## src/rtl/fifo_wr_sched.sv

```systemverilog
// Round-robin scheduler sharing one 128-bit FIFO write converter between NREQ producers.
// Each grant covers a whole burst (optional header word + LEN data words).
module fifo_wr_sched #(
    parameter int NREQ   = 2,
    parameter int LEN_W  = 8,
    parameter int HDR_EN = 1
) (
    input  logic                  clk,
    input  logic                  reset,
    input  logic [NREQ-1:0]       s_req,
    input  logic [NREQ*LEN_W-1:0] s_len,
    input  logic [NREQ-1:0]       s_valid,
    input  logic [NREQ*128-1:0]   s_data,
    output logic [NREQ-1:0]       s_ack,
    output logic [NREQ-1:0]       s_done,
    input  logic                  dn_rdy,
    output logic                  dn_push,
    output logic [127:0]          dn_data,
    output logic                  busy,
    output logic [1:0]            cur_src
);

    localparam logic [1:0] IDLE = 2'd0;
    localparam logic [1:0] HDR  = 2'd1;
    localparam logic [1:0] DATA = 2'd2;
    localparam logic [1:0] DONE = 2'd3;

    logic [1:0]       state_q, state_d;
    logic [1:0]       rr_ptr_q, rr_ptr_d;
    logic [1:0]       grant_q, grant_d;
    logic [LEN_W-1:0] words_left_q, words_left_d;

    // Requester buses padded to four slots so a 2-bit grant always indexes in range.
    logic [3:0]       req_pad;
    logic [3:0]       valid_pad;
    logic [LEN_W-1:0] len_arr  [4];
    logic [127:0]     data_arr [4];

    genvar gi;
    generate
        for (gi = 0; gi < 4; gi++) begin : g_pad
            if (gi < NREQ) begin : g_used
                assign req_pad[gi]   = s_req[gi];
                assign valid_pad[gi] = s_valid[gi];
                assign len_arr[gi]   = s_len[gi*LEN_W +: LEN_W];
                assign data_arr[gi]  = s_data[gi*128 +: 128];
            end else begin : g_unused
                assign req_pad[gi]   = 1'b0;
                assign valid_pad[gi] = 1'b0;
                assign len_arr[gi]   = '0;
                assign data_arr[gi]  = '0;
            end
        end
    endgenerate

    // First requester at or after rr_ptr, wrapping modulo NREQ.
    logic [1:0] sel;
    logic       req_any;
    logic [2:0] cand;
    always_comb begin
        sel     = 2'd0;
        req_any = 1'b0;
        cand    = 3'd0;
        for (int k = 0; k < NREQ; k++) begin
            cand = {1'b0, rr_ptr_q} + 3'(k);
            if (cand >= 3'(NREQ)) begin
                cand = cand - 3'(NREQ);
            end
            if (!req_any && req_pad[cand[1:0]]) begin
                req_any = 1'b1;
                sel     = cand[1:0];
            end
        end
    end

    // Push must stay combinational: the converter drops rdy on the edge after acceptance.
    logic        data_push;
    logic [15:0] hdr_len;
    always_comb begin
        dn_push              = 1'b0;
        dn_data              = '0;
        data_push            = 1'b0;
        hdr_len              = '0;
        hdr_len[LEN_W-1:0]   = words_left_q;
        case (state_q)
            HDR: begin
                dn_push = dn_rdy;
                dn_data = {8'hA5, 6'd0, grant_q, hdr_len, 96'd0};
            end
            DATA: begin
                data_push = dn_rdy & valid_pad[grant_q];
                dn_push   = data_push;
                dn_data   = data_arr[grant_q];
            end
            default: ;
        endcase
    end

    always_comb begin
        state_d      = state_q;
        rr_ptr_d     = rr_ptr_q;
        grant_d      = grant_q;
        words_left_d = words_left_q;
        case (state_q)
            IDLE: begin
                if (req_any) begin
                    grant_d      = sel;
                    words_left_d = len_arr[sel];
                    if (HDR_EN != 0) begin
                        state_d = HDR;
                    end else if (len_arr[sel] != '0) begin
                        state_d = DATA;
                    end else begin
                        state_d = DONE;
                    end
                end
            end
            HDR: begin
                if (dn_rdy) begin
                    state_d = (words_left_q != '0) ? DATA : DONE;
                end
            end
            DATA: begin
                // words_left is nonzero on entry to DATA, so this never underflows.
                if (data_push) begin
                    words_left_d = words_left_q - 1'b1;
                    if (words_left_q == LEN_W'(1)) begin
                        state_d = DONE;
                    end
                end
            end
            default: begin
                rr_ptr_d = (grant_q == 2'(NREQ - 1)) ? 2'd0 : grant_q + 2'd1;
                state_d  = IDLE;
            end
        endcase
    end

    always_ff @(posedge clk or posedge reset) begin
        if (reset) begin
            state_q      <= IDLE;
            rr_ptr_q     <= 2'd0;
            grant_q      <= 2'd0;
            words_left_q <= '0;
        end else begin
            state_q      <= state_d;
            rr_ptr_q     <= rr_ptr_d;
            grant_q      <= grant_d;
            words_left_q <= words_left_d;
        end
    end

    generate
        for (gi = 0; gi < NREQ; gi++) begin : g_hs
            assign s_ack[gi]  = data_push && (grant_q == 2'(gi));
            assign s_done[gi] = (state_q == DONE) && (grant_q == 2'(gi));
        end
    endgenerate

    assign busy    = (state_q != IDLE);
    assign cur_src = busy ? grant_q : 2'd0;

endmodule

```

## config.mk

```make
export PLATFORM = sky130hd
export DESIGN_NAME = fifo_wr_sched
export DESIGN_NICKNAME = d
export VERILOG_FILES = /design/src/rtl/fifo_wr_sched.sv
export SDC_FILE = /design/constraint.sdc
export NUM_CORES = 1
export LEC_CHECK = 0
export BUFFER_PORTS_ARGS = -buffer_cell sky130_fd_sc_hd__buf_2
export CAP_MARGIN = 5
export CORE_AREA = 2 2 160 162
export DETAILED_ROUTE_END_ITERATION = 10
export DIE_AREA = 0 0 162 164
export GPL_TIMING_DRIVEN = 0
export PLACE_DENSITY = 0.48
export SYNTH_ARGS = -nofsm -noshare
export SYNTH_HDL_FRONTEND = slang
export SYNTH_SLANG_ARGS = --single-unit
```

## constraint.sdc

```tcl
create_clock -name clk -period 2.8 [get_ports clk]
set_input_delay 0.7 -clock clk [delete_from_list [all_inputs] [get_ports clk]]
set_output_delay 0.7 -clock clk [all_outputs]
set_load 0.005 [all_outputs]
```

; ---- Word-level counts from Yosys, hierarchy flattened
; Cells that the tools add are included.
[word_totals]
input_bits = 279
reg_bits = 14
elab_cells = 75
[classes]
eq_ne = 9
add_sub_neg = 5
mux = 32
order_cmp = 7
n_bitwise = 3
reduce_logical = 15
[op_table]
columns = op, count
row1 = $bmux 128 s2, 1
row2 = $mux 128, 2
row3 = $pmux 128 s2, 1
row4 = $mux 8, 4
row5 = $mux 2, 10
row6 = $bmux 8 s2, 1
row7 = $pmux 8 s2, 1
row8 = $lt 2x3->1 const B, 3
row9 = $eq 8x1->1 const B, 1
row10 = $ne 2x2->1 const B, 4
row11 = $reduce_bool 8->1, 1
row12 = $sub 8x1->8 const B, 1
row13 = $mux 1, 7
row14 = $bmux 1 s2, 3
row15 = $ge 3x3->1 const B, 2
row16 = $not 2->3, 2
row17 = $pmux 2 s3, 1
row18 = $logic_and 1x1->1, 5
row19 = $eq 2x1->1 const B, 2
row20 = $eq 2x2->1 const B, 2
row21 = $logic_not 2->1, 2
row22 = $reduce_and 4->1, 1
row23 = $reduce_bool 2->1, 2
row24 = $sub 2x2->2 const B, 2
row25 = other kinds (10), 10

; ---- Depth between registers and ports, before layout
; Gate-level depths: netlist of run 1.
[depth]
word_depth = 14
depth_mapped = 8

; ---- Worst setup path after synthesis of run 1
; Ideal clock, no wire load.
[synth_path]
kind = reg2out
from = register state_q[0]
to = output port dn_data[10]
required_time_ps = 2100
setup_slack_ps = 486
stages_incl_launch_ff = 9
arrival_time_ps = 1614
n_path_buf = 2
cell_sequence = dfrtp_1 -> inv_1 -> ha_1 -> inv_2 -> nor2_1 -> nand2_1 -> buf_2 -> buf_1 -> nor2_1
[synth_between]
elab_chain_len = 2
[synth_lines]
columns = item, line
row1 = start: declaration, 28  ; logic [1:0] state_q, state_d;
row2 = start signal: assignment, 146  ; state_q <= state_d;
row3 = $eq 2x2->1 or $eq 2x1->1 (tied branches), 85  ; case (state_q)
row4 = $pmux 128 s2 (*), 85
row5 = end: declaration, 18  ; output logic [127:0] dn_data,
; Mark *: on every way between the ends. The rest lies on a longest branch, timed or not.

; ---- Worst setup path in the final report of run 1
[layout_path]
from = register state_q[0]
to = output port dn_data[49]
; Same word-level chain as after synthesis.

==> flow_metrics.tcl, run 1 <==
set metrics [dict create \
    status "finished, final reports clean" \
    tightest_slew_ns 0.8042 \
    finalPower_w 0.004702 \
    io_pins 415 \
    slowest_delay_ns 0.44 \
    area_delta_synth_final_pct 88.96 \
    grt_pass1_wl_um 25150 \
    syn_area_um2 3027 \
    end_kind "output pin" \
    rows 58 \
    final_common_cell "buf_2" \
    synthesis.instances 415 \
    crit_top_cell "inv_2" \
    layout_common_cells "buf_2 (425), mux2i_1 (131), nor2_1 (113)" \
    wl_per_cell_um 15.74 \
    post-dp-hpwl_um 16010 \
    wirelength_um 18340 \
    dpl_worst_slack_ns -0.6716 \
    pwr-share-comb 0.845 \
    sw_frac_of_total 0.5052 \
    cp_cell_sequence "inv_2 > ha_4 > inv_2 > nor2_4 > nand2_4 > buf_6 > buf_4 > nor2_2 > buf_2" \
    synthDominantCellAreaShare 0.4332 \
    synth.yosys.seq_area_share 0.1158 \
    setup_viol 0 \
    yosysUniqueCellTypes 42 \
    min_period_ns 2.691 \
    cts_buffers 3 \
    ir_drop_uv 360.5 \
    cp_top_family "buffers and inverters" \
    routed_via_density 3.911 \
    grt_pass1_vias 4162 \
    final_nets 1122 \
    tritoncts "yes" \
    clkTransAtPathRegs_ns 0.05 \
    grt_max_degree 20 \
    insertion_delay_ns 0.24 \
    htree_levels 1 \
    p_per_area_nw_per_um2 822.1 \
    start_util 0.1219 \
    slew_headroom 0.4639 \
    hold_viol 0 \
    postSynth.asyncResetShare 1.000 \
    cts_buffer_depth 2 \
    ys.flop_type "dfrtp_1" \
    grt_setup_unrepaired "yes" \
    power_frac_clock 0.064 \
    slowest_stage "dfrtp_1" \
    seq_power_share 0.091 \
    drc 0 \
    grtUsageTotal 0.1228 \
    cts_hold_buf 0 \
    antenna_found_initial 2 \
    drtAntennaViolNets 0 \
    finalCritPeriodShare 0.9611 \
    ctsRootBufferMaster "clkbuf_16" \
    final_util 0.2304 \
    min_path_type "input pin to asynchronous set/reset pin" \
    p_sw_w 0.002375 \
    yosys.area.top_type "mux2i_1" \
    layout-drive-gt1-share 0.5647 \
    cp.required_ns 2.10 \
    io_buffer_count 414 \
    vias 4556 \
    finalClockSkew_ns 0.002754 \
    crit_type "flip-flop to output pin" \
    die_h_um 164 \
    dr.pass1.iters 4 \
    dpl-instance-area_um2 5512 \
    die_w_um 162 \
    maxCapViolCount 0 \
    synth_edf_count 0 \
    p_leak_nw 3.301 \
    gp_congestion 0.8339 \
    yosys_warnings 0 \
    grt_overflow 0 \
    cp_num_buf_inv 5 \
    synthesis.nets 702 \
    fp.coreArea_um2 24820 \
    slew_viol_final 0 \
    fillers 2808 \
    fmax_mhz 371.6 \
    syn_avg_cell_area_um2 7.293 \
    design_area_um2 5719 \
    cp.arrival_ns 1.99 \
    start_kind "flip-flop" \
    drtIter0Drc 193 \
    yosys-top-cells-area "mux2i_1 (43%), nor2_1 (15%), dfrtp_1 (12%)" \
    clock_sinks 14 \
    layout_setup_ws_ns 0.1090 \
    p_int_w 0.002326 \
    ys_ff_latch 14 \
    critical_path_peak_fanout 10 \
    dieArea_um2 26570 \
]
[power by group through the flow]
stage	Clock (W)	Combinational, W	Sequential (W)
floorplan	0	0.00234	0.000385
global placement	0	0.00386	0.000420
detailed placement	0	0.00385	0.000424
CTS	0.000308	0.00402	0.000422
global route	0.000317	0.00439	0.000446
finish	0.000300	0.00397	0.000429
[synth_stat cells, drive strengths merged, types with 2 or more instances]
cell	instances
a211oi	2
a21boi	2
a21oi	5
a22o	3
and2	2
buf	15
clkbuf	18
dfrtp	14
ha	8
inv	10
mux2	8
mux2i	131
nand2	19
nand2b	3
nand3	4
nand3b	2
nor2	119
nor2b	3
nor3	5
nor3b	3
nor4	2
o21ai	22
o22ai	5
[logic make-up (layout without fill, tap and decap cells)]
family,after synthesis,count (layout),share of synthesized area
AO/OA/AOI/OAI,46,46,0.09798
adder cells (fa/ha/maj),8,8,0.03307
flip-flops,14,14,0.1158
AND/OR/NAND/NOR,165,165,0.2319
buffers and inverters,43,462,0.05829
multiplexers,139,139,0.4630
other,0,1,0
[state kept, by name, indices dropped and copies added, names as in the netlist]
name	flops
grant_q	2
words_left_q	8
state_q	2
rr_ptr_q	2
[area by class of cell]
class | count | area, um^2 | area share
multi-input cells | 358 | 2546 | 0.4452
diodes | 1 | 2.502 | 0.0004375
flip-flops and latches | 14 | 351.6 | 0.06147
well taps | 330 | 412.9 | 0.07219
repair buffers | 416 | 2112 | 0.3693
inverters | 10 | 37.54 | 0.006563
clock buffers | 4 | 88.84 | 0.01553
plain buffers | 32 | 167.7 | 0.02932
[metrics by stage]
step | hold WS (ns) | TNS (ns) | std cells
2_1_floorplan | 0.4966 | 0 | 415
3_3_place_gp | 0.5320 | -33.52 | 1159
3_5_place_dp | 0.5385 | -34.58 | 1159
4_1_cts | 0.5252 | -0.0004365 | 1164
5_1_grt | 0.5486 | -0.001476 | 1165
6_report | 0.5020 | 0 | 1165
[path summary, 6_finish.rpt]
| path | from | end | slack (ns) | depth (start not counted) |
|---|---|---|---|---|
| worst min-delay path | reset | words_left_q[6]$_DFFE_PP0P_ | 0.50 | 2 |
| worst max-delay path | state_q[0]$_DFFE_PP0P_ | dn_data[49] | 0.11 | 9 |
| min in group clk | words_left_q[6]$_DFFE_PP0P_ | words_left_q[6]$_DFFE_PP0P_ | 0.55 | 1 |
| max in group asynchronous | reset | state_q[1]$_DFFE_PP0P_ | 1.89 | 2 |
| worst max register to register | state_q[0]$_DFFE_PP0P_ | words_left_q[7]$_DFFE_PP0P_ | 0.72 | 7 |
| worst min register to register | words_left_q[6]$_DFFE_PP0P_ | words_left_q[6]$_DFFE_PP0P_ | 0.55 | 1 |
[what timing repair did]
item	CTS	global route
pin swaps	1	0
gates resized for setup	28	12
endpoints found under the setup margin	129	113
setup buffers	2	0
[routing by layer]
| layer | wire, um | GRT usage | up-vias |
|---|---|---|---|
| met5 | 13 | 0 | - |
| met4 | 80 | 0.009654 | 2 |
| met3 | 1247 | 0.02172 | 9 |
| met2 | 9085 | 0.2190 | 185 |
| met1 | 7909 | 0.1609 | 2074 |
| li1 | - | - | 2286 |
No activity file was read; power rests on OpenSTA's default activity.
==> run 2: changes to the inputs <==
- BUFFER_PORTS_ARGS: -buffer_cell sky130_fd_sc_hd__buf_2 -> -buffer_cell sky130_fd_sc_hd__buf_4
==> run 2 against run 1 <==
Sequential cell count stayed put. Final area is 18% higher. Non-clock buffer count stayed put. Critical path depth stayed put. Via count is 0.75% lower. Sequential share of layout area is 0.92 points lower. Wire length is 8.3% higher. First-iteration DRC count is 15% higher. Final cell count stayed put. Utilization is 4.1 points higher. Maximum frequency is 2.0% higher. Worst hold slack better by 0.016 ns. Critical endpoint unchanged.
==> flow_metrics.tcl, run 2 (synthesis gave the netlist of run 1 again) <==
set metrics [dict create \
    status "finished, final reports clean" \
    hold_viol 0 \
    grtUsageTotal 0.1342 \
    tightest_slew_ns 0.8547 \
    final_common_cell "buf_4" \
    final_nets 1122 \
    grt_overflow 0 \
    p_leak_nw 3.532 \
    slew_viol_final 0 \
    htree_levels 1 \
    power_frac_clock 0.058 \
    end_kind "output pin" \
    dr.pass1.iters 4 \
    grt_pass1_vias 4341 \
    p_sw_w 0.002451 \
    tritoncts "yes" \
    slowest_delay_ns 0.44 \
    io_buffer_count 414 \
    io_pins 415 \
    clock_sinks 14 \
    insertion_delay_ns 0.24 \
    min_path_type "input pin to asynchronous set/reset pin" \
    cts_buffers 3 \
    cp.required_ns 2.10 \
    dpl_worst_slack_ns -0.6175 \
    layout-drive-gt1-share 0.5671 \
    sw_frac_of_total 0.4705 \
    grt_pass1_wl_um 27440 \
    p_per_area_nw_per_um2 772.0 \
    post-dp-hpwl_um 17270 \
    setup_viol 0 \
    rows 58 \
    clkTransAtPathRegs_ns 0.05 \
    wl_per_cell_um 17.05 \
    ir_drop_uv 318.4 \
    finalClockSkew_ns 0.004960 \
    largest_reg_flops 8 \
    start_util 0.1219 \
    min_period_ns 2.639 \
    top_register "words_left_q" \
    slowest_stage "dfrtp_2" \
    dieArea_um2 26570 \
    fp.coreArea_um2 24820 \
    cts_hold_buf 0 \
    gp_congestion 0.8149 \
    layout_setup_ws_ns 0.1613 \
    routed_via_density 3.882 \
    reg2reg_depth 7 \
    layout_common_cells "buf_4 (419), mux2i_1 (131), nor2_1 (111)" \
    reg2reg_from "state_q[1]$_DFFE_PP0P_" \
    start_kind "flip-flop" \
    p_int_w 0.002758 \
    cp_top_family "buffers and inverters" \
    cp.arrival_ns 1.94 \
    die_w_um 162 \
    maxCapViolCount 0 \
    ctsRootBufferMaster "clkbuf_16" \
    vias 4522 \
    cp_num_buf_inv 5 \
    final_util 0.2719 \
    drtAntennaViolNets 0 \
    finalCritPeriodShare 0.9424 \
    seq_power_share 0.082 \
    crit_type "flip-flop to output pin" \
    cp_cell_sequence "inv_2 > ha_4 > inv_2 > nor2_4 > nand2_4 > buf_6 > buf_4 > nor2_4 > buf_4" \
    finalSetupTns_ns 0 \
    fmax_mhz 379.0 \
    grt_setup_unrepaired "yes" \
    cp.depth 9 \
    critical_path_peak_fanout 10 \
    crit_start "state_q[0]$_DFFE_PP0P_" \
    cts_buffer_depth 2 \
    pwr-share-comb 0.860 \
    drc 0 \
    wirelength_um 19870 \
    critPathCapture "dn_data[49]" \
    die_h_um 164 \
    rrSetupSlack_ns 0.75 \
    drtIter0Drc 221 \
    slew_headroom 0.4302 \
    grt_max_degree 20 \
    area_delta_synth_final_pct 122.9 \
    fillers 2796 \
    finalPower_w 0.005209 \
    antenna_found_initial 2 \
    r2r_end "words_left_q[7]$_DFFE_PP0P_" \
]
[run 2: cell types whose count changed in the layout (fill, tap and decap cells not counted), sizes merged]
cell / change
buf: +1
clkbuf: -1
[run 2: routing by layer]
| metal | GRT usage | share of wire |
|---|---|---|
| met3 | 0.02601 | 0.069 |
| met2 | 0.2358 | 0.51 |
| met1 | 0.1748 | 0.42 |
| met4 | 0.01689 | 0.0080 |
| met5 | 0 | 0.00065 |
[run 2: how the worst min path moves through the flow]
stage	to	startpoint	slack, ns	depth (start not counted)
floorplan	words_left_q[6]$_DFFE_PP0P_	words_left_q[6]$_DFFE_PP0P_	0.50	1
global placement	words_left_q[6]$_DFFE_PP0P_	words_left_q[6]$_DFFE_PP0P_	0.53	1
detailed placement	words_left_q[6]$_DFFE_PP0P_	words_left_q[6]$_DFFE_PP0P_	0.53	1
CTS	words_left_q[4]$_DFFE_PP0P_	reset	0.54	2
global route	words_left_q[4]$_DFFE_PP0P_	reset	0.57	2
finish	words_left_q[4]$_DFFE_PP0P_	reset	0.52	2
[run 2: final cells by class]
| type | count | area [um^2] | share of cell area |
|---|---|---|---|
| Inverter | 10 | 37.54 | 0.005563 |
| Multi-Input combinational cell | 358 | 2557 | 0.3790 |
| Clock buffer | 4 | 88.84 | 0.01317 |
| Tap cell | 330 | 412.9 | 0.06119 |
| Timing Repair Buffer | 416 | 3123 | 0.4628 |
| Buffer | 32 | 172.7 | 0.02559 |
| Antenna cell | 1 | 2.502 | 0.0003709 |
| Sequential cell | 14 | 352.8 | 0.05229 |
[run 2: power groups by stage]
stage / clock network [W] / logic [W] / registers [W]
finish: 0.000302 / 0.00448 / 0.000428
global route: 0.000320 / 0.00491 / 0.000444
CTS: 0.000309 / 0.00453 / 0.000422
detailed placement: 0 / 0.00440 / 0.000423
global placement: 0 / 0.00439 / 0.000421
floorplan: 0 / 0.00234 / 0.000385
[run 2: stage by stage]
step	hold slack (ns)	area [um^2]	std cells
final	0.5185	6748	1165
after global routing	0.5666	6748	1165
after CTS	0.5412	6714	1164
after detailed placement	0.5288	6548	1159
after global placement	0.5325	6548	1159
after floorplan	0.4966	3027	415
[run 2: repair_timing]
item / in CTS / in global routing
setup buffers: 2 / 0
pin swaps: 1 / 0
hold endpoints to repair: 0 / 0
setup endpoints to repair: 129 / 94
gates resized for setup: 29 / 19
==> run 3: changes to the inputs <==
- SETUP_SLACK_MARGIN: unset -> 0.4
==> run 3 against run 2 <==
Die area unchanged. Maximum frequency up 7.3%. Sequential cell count unchanged. Largest power group unchanged.
==> flow_metrics.tcl, run 3 (synthesis gave the netlist of run 1 again) <==
set metrics [dict create \
    drtIter0Drc 205 \
    grtUsageTotal 0.1354 \
    die_w_um 162 \
    power_frac_clock 0.048 \
    grt_overflow 0 \
    ir_drop_uv 334.2 \
    pwr-share-comb 0.886 \
    drtAntennaViolNets 0 \
    grt_max_degree 15 \
    slew_viol_final 0 \
    p_sw_w 0.002868 \
    layout-drive-gt1-share 0.6812 \
    io_pins 415 \
    io_buffer_count 414 \
    cp_num_buf_inv 4 \
    dpl-instance-area_um2 6548 \
    dieArea_um2 26570 \
    seq_power_share 0.066 \
    start_kind "flip-flop" \
    largest_reg_flops 8 \
    cts_buffer_depth 2 \
    critical_path_peak_fanout 10 \
    ctsRootBufferMaster "clkbuf_16" \
    fillers 2739 \
    gp_congestion 0.8149 \
    clkTransAtPathRegs_ns 0.05 \
    crit_type "flip-flop to output pin" \
    fmax_mhz 406.7 \
    sw_frac_of_total 0.4524 \
    routed_via_density 3.999 \
    min_path_type "input pin to asynchronous set/reset pin" \
    reg2reg_depth 8 \
    design_area_um2 7473 \
    slowest_delay_ns 0.39 \
    cp.arrival_ns 1.76 \
    vias 4711 \
    htree_levels 1 \
    setup_viol 0 \
    slew_headroom 0.6049 \
    multiInputGateArea_um2 2893 \
    dr.pass1.iters 4 \
    die_h_um 164 \
    finalClockSkew_ns 0.003662 \
    grt_setup_unrepaired "yes" \
    cp_top_family "buffers and inverters" \
    slowest_stage "dfrtp_1" \
    grt_pass1_vias 4493 \
    timing.hold.ws_ns 0.5217 \
    cp.depth 8 \
    maxCapViolCount 0 \
    p_leak_nw 3.728 \
    start_util 0.1219 \
    drc 0 \
    min_period_ns 2.459 \
    cp_cell_sequence "inv_2 > ha_4 > inv_6 > nor2_4 > nand2_8 > clkbuf_4 > o21ai_1 > buf_4" \
    cts_buffers 3 \
    cp.required_ns 2.10 \
    fp.coreArea_um2 24820 \
    status "finished, final reports clean" \
    grt_pass1_wl_um 27790 \
    final_nets 1135 \
    final_common_cell "buf_4" \
    wl_per_cell_um 17.29 \
    post-dp-hpwl_um 17270 \
    insertion_delay_ns 0.25 \
    hold_viol 0 \
    top_register "words_left_q" \
    regArea_um2 351.6 \
    antenna_found_initial 2 \
    wirelength_um 20370 \
    p_int_w 0.003472 \
    layout_common_cells "buf_4 (416), mux2i_1 (122), nor2_2 (54)" \
    tritoncts "yes" \
    area_delta_synth_final_pct 146.9 \
    p_per_area_nw_per_um2 848.3 \
    end_kind "output pin" \
    clock_sinks 14 \
    rows 58 \
    finalCritPeriodShare 0.8781 \
    tightest_slew_ns 0.5920 \
]
-- run 3: changes by cell type in the layout (fill, tap and decap cells not counted), moves of 5 or more --
cell	before	now
o21ai_2	1	9
nor2_2	5	54
buf_6	1	18
nor2_1	111	46
buf_2	12	2
clkbuf_2	9	4
mux2i_2	0	9
clkbuf_1	5	0
o21ai_1	16	9
nor2_4	3	19
mux2i_1	131	122
-- run 3: final timing paths --
check / startpoint / to / slack (ns)
min in group clk: words_left_q[6]$_DFFE_PP0P_ / words_left_q[6]$_DFFE_PP0P_ / 0.54
min reg2reg: words_left_q[6]$_DFFE_PP0P_ / words_left_q[6]$_DFFE_PP0P_ / 0.54
max in group asynchronous: reset / state_q[1]$_DFFE_PP0P_ / 1.85
max: state_q[0]$_DFFE_PP0P_ / dn_data[101] / 0.34
min: reset / words_left_q[4]$_DFFE_PP0P_ / 0.52
max reg2reg: state_q[0]$_DFFE_PP0P_ / words_left_q[7]$_DFFE_PP0P_ / 0.81
-- run 3: final cells by class --
type / count / area share
Antenna cell: 1 / 0.0003348
Buffer: 33 / 0.05290
Sequential cell: 14 / 0.04704
Multi-Input combinational cell: 358 / 0.3871
Clock buffer: 4 / 0.01189
Tap cell: 330 / 0.05525
Inverter: 10 / 0.005692
Timing Repair Buffer: 428 / 0.4398
-- run 3: per-stage QoR --
stage / total power (W) / setup WS (ns) / std cells / setup TNS (ns) / utilization
2_1_floorplan: 0.002723 / 0.4863 / 415 / 0 / -
3_3_place_gp: 0.004814 / -0.6014 / 1159 / -29.47 / 0.2638
3_5_place_dp: 0.004819 / -0.6175 / 1159 / -30.03 / 0.2638
4_1_cts: 0.006052 / 0.3593 / 1171 / 0 / 0.2912
5_1_grt: 0.006817 / 0.2755 / 1178 / 0 / 0.3011
6_report: 0.006340 / 0.3412 / 1178 / 0 / 0.3011
-- run 3: timing repair --
| action | CTS | global route |
|---|---|---|
| gates cloned | 0 | 4 |
| buffers inserted | 8 | 2 |
| gates resized for setup | 168 | 53 |
| pin swaps | 15 | 6 |
| hold buffers | 0 | 0 |
| endpoints found under the setup margin | 131 | 130 |
-- run 3: power groups by stage --
stage	Combinational [W]	Sequential (W)	Clock (W)
after floorplan	0.00234	0.000385	0
after CTS	0.00532	0.000421	0.000309
after global placement	0.00439	0.000421	0
final	0.00562	0.000418	0.000302
after detailed placement	0.00440	0.000423	0
after global routing	0.00606	0.000434	0.000320
-- run 3: layer usage --
layer	global-route usage	part of all wire
met3	0.02626	0.072
met5	0	0.00064
met1	0.1734	0.41
met2	0.2418	0.51
met4	0.01689	0.0095
